$ cat config.mk
export PLATFORM = sky130hd
export DESIGN_NAME = sort_result_drain
export DESIGN_NICKNAME = d
export VERILOG_FILES = /design/src/rtl/sort_result_drain.sv
export SDC_FILE = /design/constraint.sdc
export NUM_CORES = 1
export LEC_CHECK = 0
export BUFFER_PORTS_ARGS = -buffer_cell sky130_fd_sc_hd__buf_2
export CORE_AREA = 2 2 263 265
export DETAILED_ROUTE_END_ITERATION = 10
export DIE_AREA = 0 0 265 267
export PLACE_DENSITY = 0.39
export SKIP_LAST_GASP = 1
export SLEW_MARGIN = 5
export SYNTH_ARGS = -nofsm -noshare
export SYNTH_HDL_FRONTEND = slang
export SYNTH_SLANG_ARGS = --single-unit
export TNS_END_PERCENT = 1
$ cat constraint.sdc
create_clock -name clk -period 2.42 [get_ports clk]
set_clock_uncertainty 0.2 [all_clocks]
set_input_delay 0.484 -clock clk [delete_from_list [all_inputs] [get_ports clk]]
set_output_delay 0.484 -clock clk [all_outputs]
set_load 0.005 [all_outputs]
$ cat src/rtl/sort_result_drain.sv
// sort_result_drain
//   Turns the parallel sorted result of serial_sorter back into a serial
//   valid/ready stream of (value, index) pairs, one pair per cycle. When a
//   frame has been fully drained, or abandoned because sort_vld dropped, the
//   block pulses sort_clear so the sorter can accept its next frame.
//
// Optional feature (compile-time macro SORT_DRAIN_REVERSE_EN):
//   - Adds input `rev`, which is sampled when a frame starts.
//   - With rev=1 the frame streams from entry NUM_NODES-1 down to entry 0.
//   - Without the macro there is no `rev` port and streaming is always
//     ascending.
//
// Ports:
//   clk, rst      : clock (rising edge) and asynchronous active-high reset
//   rev           : descending-order select (only with SORT_DRAIN_REVERSE_EN)
//   sort_vld      : sorter out_vld; the arrays are stable while it is high
//   sort_data     : sorter data_out, NUM_NODES+1 entries (last entry unused)
//   sort_idx      : sorter idx_out,  NUM_NODES+1 entries (last entry unused)
//   sort_clear    : one-cycle clear pulse back to the sorter
//   m_valid/m_ready/m_data/m_idx/m_last : output stream
//   busy          : state is not IDLE
//   err           : sticky; sort_vld dropped mid-stream
//   frame_cnt     : number of frames fully drained (wraps)
module sort_result_drain #(
  parameter int unsigned WIDTH     = 32,
  parameter int unsigned NUM_NODES = 16,
  parameter int unsigned IDX_W     = $clog2(NUM_NODES)
) (
  input  logic                                clk,
  input  logic                                rst,
`ifdef SORT_DRAIN_REVERSE_EN
  input  logic                                rev,
`endif
  input  logic                                sort_vld,
  input  logic [NUM_NODES:0][WIDTH-1:0]       sort_data,
  input  logic [NUM_NODES:0][IDX_W-1:0]       sort_idx,
  output logic                                sort_clear,
  output logic                                m_valid,
  input  logic                                m_ready,
  output logic [WIDTH-1:0]                    m_data,
  output logic [IDX_W-1:0]                    m_idx,
  output logic                                m_last,
  output logic                                busy,
  output logic                                err,
  output logic [15:0]                         frame_cnt
);

  // Index width needed to address the full NUM_NODES+1 entry input arrays.
  localparam int unsigned AW = $clog2(NUM_NODES + 1);
  localparam logic [IDX_W-1:0] LAST_PTR = IDX_W'(NUM_NODES - 1);

  localparam logic [1:0] IDLE     = 2'd0;
  localparam logic [1:0] STREAM   = 2'd1;
  localparam logic [1:0] CLEAR    = 2'd2;
  localparam logic [1:0] WAIT_LOW = 2'd3;

  logic [1:0]       state, state_n;
  logic [IDX_W-1:0] ptr, ptr_n;
  logic             m_valid_n, m_last_n;
  logic [WIDTH-1:0] m_data_n;
  logic [IDX_W-1:0] m_idx_n;
  logic             sort_clear_n, busy_n, err_n;
  logic [15:0]      frame_cnt_n;

  // Array entry loaded at frame start and on each non-final handshake.
  logic [IDX_W-1:0] first_addr;
  logic [IDX_W-1:0] next_addr;

  // The sorter's spare top entry is never streamed.
  logic unused_entries;
  assign unused_entries = ^{sort_data[NUM_NODES], sort_idx[NUM_NODES]};

`ifdef SORT_DRAIN_REVERSE_EN
  // Direction is latched at frame start so it cannot change mid-frame.
  logic rev_q;

  always_ff @(posedge clk or posedge rst) begin
    if (rst) begin
      rev_q <= 1'b0;
    end else if (state == IDLE && sort_vld) begin
      rev_q <= rev;
    end
  end

  // ptr always counts elements sent; the entry address is mirrored in reverse.
  assign first_addr = rev ? LAST_PTR : '0;
  assign next_addr  = rev_q ? (LAST_PTR - ptr) : ptr;
`else
  assign first_addr = '0;
  assign next_addr  = ptr;
`endif

  // State and output registers.
  always_ff @(posedge clk or posedge rst) begin
    if (rst) begin
      state      <= IDLE;
      ptr        <= '0;
      m_valid    <= 1'b0;
      m_last     <= 1'b0;
      m_data     <= '0;
      m_idx      <= '0;
      sort_clear <= 1'b0;
      busy       <= 1'b0;
      err        <= 1'b0;
      frame_cnt  <= '0;
    end else begin
      state      <= state_n;
      ptr        <= ptr_n;
      m_valid    <= m_valid_n;
      m_last     <= m_last_n;
      m_data     <= m_data_n;
      m_idx      <= m_idx_n;
      sort_clear <= sort_clear_n;
      busy       <= busy_n;
      err        <= err_n;
      frame_cnt  <= frame_cnt_n;
    end
  end

  // Next-state and next-output logic.
  always_comb begin
    state_n     = state;
    ptr_n       = ptr;
    m_valid_n   = m_valid;
    m_last_n    = m_last;
    m_data_n    = m_data;
    m_idx_n     = m_idx;
    err_n       = err;
    frame_cnt_n = frame_cnt;

    case (state)
      IDLE: begin
        if (sort_vld) begin
          state_n   = STREAM;
          m_data_n  = sort_data[AW'(first_addr)];
          m_idx_n   = sort_idx[AW'(first_addr)];
          m_valid_n = 1'b1;
          // NUM_NODES >= 2, so the first element is never the last.
          m_last_n  = 1'b0;
          ptr_n     = IDX_W'(1);
        end
      end

      STREAM: begin
        if (!sort_vld) begin
          // Losing the source mid-frame wins over any handshake this cycle.
          err_n     = 1'b1;
          m_valid_n = 1'b0;
          m_last_n  = 1'b0;
          state_n   = CLEAR;
        end else if (m_valid && m_ready) begin
          if (m_last) begin
            m_valid_n   = 1'b0;
            m_last_n    = 1'b0;
            frame_cnt_n = frame_cnt + 16'd1;
            state_n     = CLEAR;
          end else begin
            m_data_n = sort_data[AW'(next_addr)];
            m_idx_n  = sort_idx[AW'(next_addr)];
            m_last_n = (ptr == LAST_PTR);
            ptr_n    = ptr + IDX_W'(1);
          end
        end
      end

      CLEAR: begin
        ptr_n   = '0;
        state_n = WAIT_LOW;
      end

      WAIT_LOW: begin
        // A valid still held from the drained frame must not restart it.
        if (!sort_vld) begin
          state_n = IDLE;
        end
      end

      default: begin
        state_n = IDLE;
      end
    endcase

    sort_clear_n = (state_n == CLEAR);
    busy_n       = (state_n != IDLE);
  end

endmodule

==> run_results.csv <==
group,metric,value,unit
sta,tightest_slew,1.19,ns
finish,finalNonFillerCells,2115,
synth,seq_area_frac_synth,0.219,
clocking,clk_pin_slew_worst_paths,0.06,ns
floorplanning,rows,96,
floorplanning,initial_core_util,0.106,
placed_design,hpwl,37000,um
global_routing,antenna_found_initial,20,
critical_path,cpMaxStageDelayCell,"nor2b_4",
routing,drtPass1Iterations,4,
critical_path,cpPeakStageDelay,0.97,ns
routing,via_count,8674,
routing,viasPerCell,4.10,
global_routing,grt_pass1_wl,61000,um
placed_design,post-place-ws,-0.0355,ns
critical_path,worst_ep_arrival_time,2.53,ns
critical_path,start_kind,"register",
floorplanning,ios,673,
pwr,peakVddDrop,0.430,mV
floorplanning,die_y,267,um
global_routing,grt_max_degree,46,
routing,drc,0,
finish,syn2layout_area_growth,70.8,%
clocking,insertion_delay,0.38,ns
synth,yosysWarningCount,0,
sta,drv_slew,0,
routing,wl_per_cell,21.2,um
pwr,p_clk_frac,0.134,
critical_path,worst_ep_required_time,2.54,ns
critical_path,worst-path-max-fanout,25,
finish,final_nets,1843,
clocking,cts.sinks,63,
critical_path,end_kind,"register",
pwr,p_sw_frac,0.402,
synth,synth-edff-count,0,
critical_path,critPathKind,"register to register",
placed_design,portBuffers,636,
floorplanning,die_area,0.0708,mm^2
sta,tns,0,ns
floorplanning,dieWidth,265,um
routing,totalWireLength,44900,um
floorplanning,core_area,0.0680,mm^2
clocking,clockBufferDepth,2,
clocking,cts_buffers,9,
pwr,p_switching,4250,uW
sta,final.setup.worst_slack,0.00419,ns
finish,final_cell_mix,"buf_2, mux4_2, a22oi_1, dfrtp_1, buf_4",
critical_path,cp_cell_sequence,"nor2b_4 -> buf_4 -> a22oi_1 -> nand2_1 -> a221o_1",
finish,drive_gt1_frac,0.720,
pwr,p_comb_frac,0.708,
synth,synth_seq_cells,63,
global_routing,grt_overflow_total,0,
sta,fin_crit,2.42,ns
sta,slew-limit-headroom,0.205,
routing,drt_iter0_drc,445,
sta,grt_setup_unrepaired,"true",
synth,synth_cells,566,
sta,max_freq,414,MHz
global_routing,grtUsageTotal,0.120,
pwr,p_leak,0.00554,uW
pwr,power.density,861,mW/mm^2
synth,synth_ff_type,"dfrtp_1",
placed_design,dp.cells,2083,
outcome,status,"complete, no violations",
placed_design,gp_congestion,0.923,
finish,layout_commonest_cell,"buf_2",
clocking,htreeDepth,3,
synth,synthDistinctLibCells,43,
pwr,seqPwrFrac,0.158,
sta,finalSetupViolCount,0,
routing,antenna_left,0,
critical_path,worst-path-buf-inv,1,
worst_hold_path,holdCritPathClass,"register to register",
pwr,internal-power,6330,uW
sta,hold_viol,0,
synth,syn_avg_cell_area,12.7,um^2
global_routing,grt_pass1_vias,9188,
synth,async_flop_share,1.00,
synth,syn_nets,1188,
clocking,cts_tree,"built",
critical_path,critical_path.top_delay_family,"simple AND/OR/NAND/NOR gates",
synth,synthesis.area,0.00720,mm^2
job,cap_violations,0,
sta,period_share,0.998,
clocking,clockRootBuffer,"clkbuf_16",
finish,fin_util,0.181,
-- cell usage after synthesis (all sizes together), types with 9 or more instances --
cell	number	area share
dfrtp	63	0.22
xor2	9	0.011
clkbuf	35	0.018
a22oi	72	0.075
o21ai	9	0.0063
buf	30	0.030
nor2	10	0.0052
nor3b	36	0.038
a221o	36	0.050
inv	12	0.0063
mux4	144	0.45
nand2	45	0.023
-- logic make-up (layout without fill, tap and decap cells) --
kind of cell    count (synthesis)  count (layout)  share of synthesized area
flops                          63              63                      0.219
mux                           148             148                      0.457
buf+inv                        77             737                     0.0546
compound gates                134             134                      0.148
other cells                     0               7                          0
fa+ha+maj                       6               6                     0.0104
simple gates                  123             123                     0.0935
xor+xnor                       15              15                     0.0182
-- through the flow --
step	instance area (um^2)	hold WS, ns	power [uW]
final	12300	0.259	10600
after detailed placement	11900	0.249	9070
after floorplan	7200	0.251	6420
after CTS	12200	0.263	10600
after global placement	11900	0.248	9000
after global routing	12300	0.292	11400
-- sequential cells by signal, indices dropped and copies added (netlist names) --
register and count:
m_valid 1, m_idx 4, state 2, sort_clear 1
m_data 32, frame_cnt 16, next_addr 4, err 1
m_last 1, busy 1
-- power groups by stage --
stage	logic, uW	registers, uW	clock network, uW
4_1_cts	7410	1670	1530
2_1_floorplan	4800	1620	0
6_report	7490	1670	1420
3_5_place_dp	7400	1680	0
5_1_grt	8110	1720	1560
3_3_place_gp	7330	1670	0
-- cell type report --
class,instances,area (um^2)
Timing Repair Buffer,709,3970
Clock buffer,10,229
Multi-Input combinational cell,426,5290
Sequential cell,63,1580
Fill cell,7594,55700
Clock inverter,6,61.3
Inverter,12,46.3
Antenna cell,7,17.5
Tap cell,882,1100
-- worst paths after layout --
path / startpoint / endpoint / slack [ns] / depth (start not counted)
worst max-delay path: next_addr[3] / m_data[4] / 0.004 / 5
worst min-delay path: err / err / 0.26 / 1
worst max register to register: next_addr[3] / m_data[4] / 0.004 / 5
worst min register to register: err / err / 0.26 / 1
max in group asynchronous: rst / frame_cnt[15] / 0.96 / 4
min in group asynchronous: rst / frame_cnt[5] / 0.52 / 3
-- repair_timing --
item,4_1_cts,5_1_grt
endpoints found under the hold margin,26,0
setup buffers,0,6
setup endpoints to repair,11,33
hold buffers,1,0
gates resized for setup,2,3
cloned,0,2
-- layer usage --
| layer | up-vias | GRT usage | share of wire | wire length, um |
|---|---|---|---|---|
| met5 | - | 0 | 0.0024 | 109 |
| met2 | 456 | 0.202 | 0.49 | 21900 |
| li1 | 3766 | - | - | - |
| met3 | 57 | 0.0395 | 0.085 | 3820 |
| met1 | 4379 | 0.145 | 0.40 | 18100 |
| met4 | 16 | 0.0362 | 0.023 | 1020 |
Power figures use the tool's default switching activity.
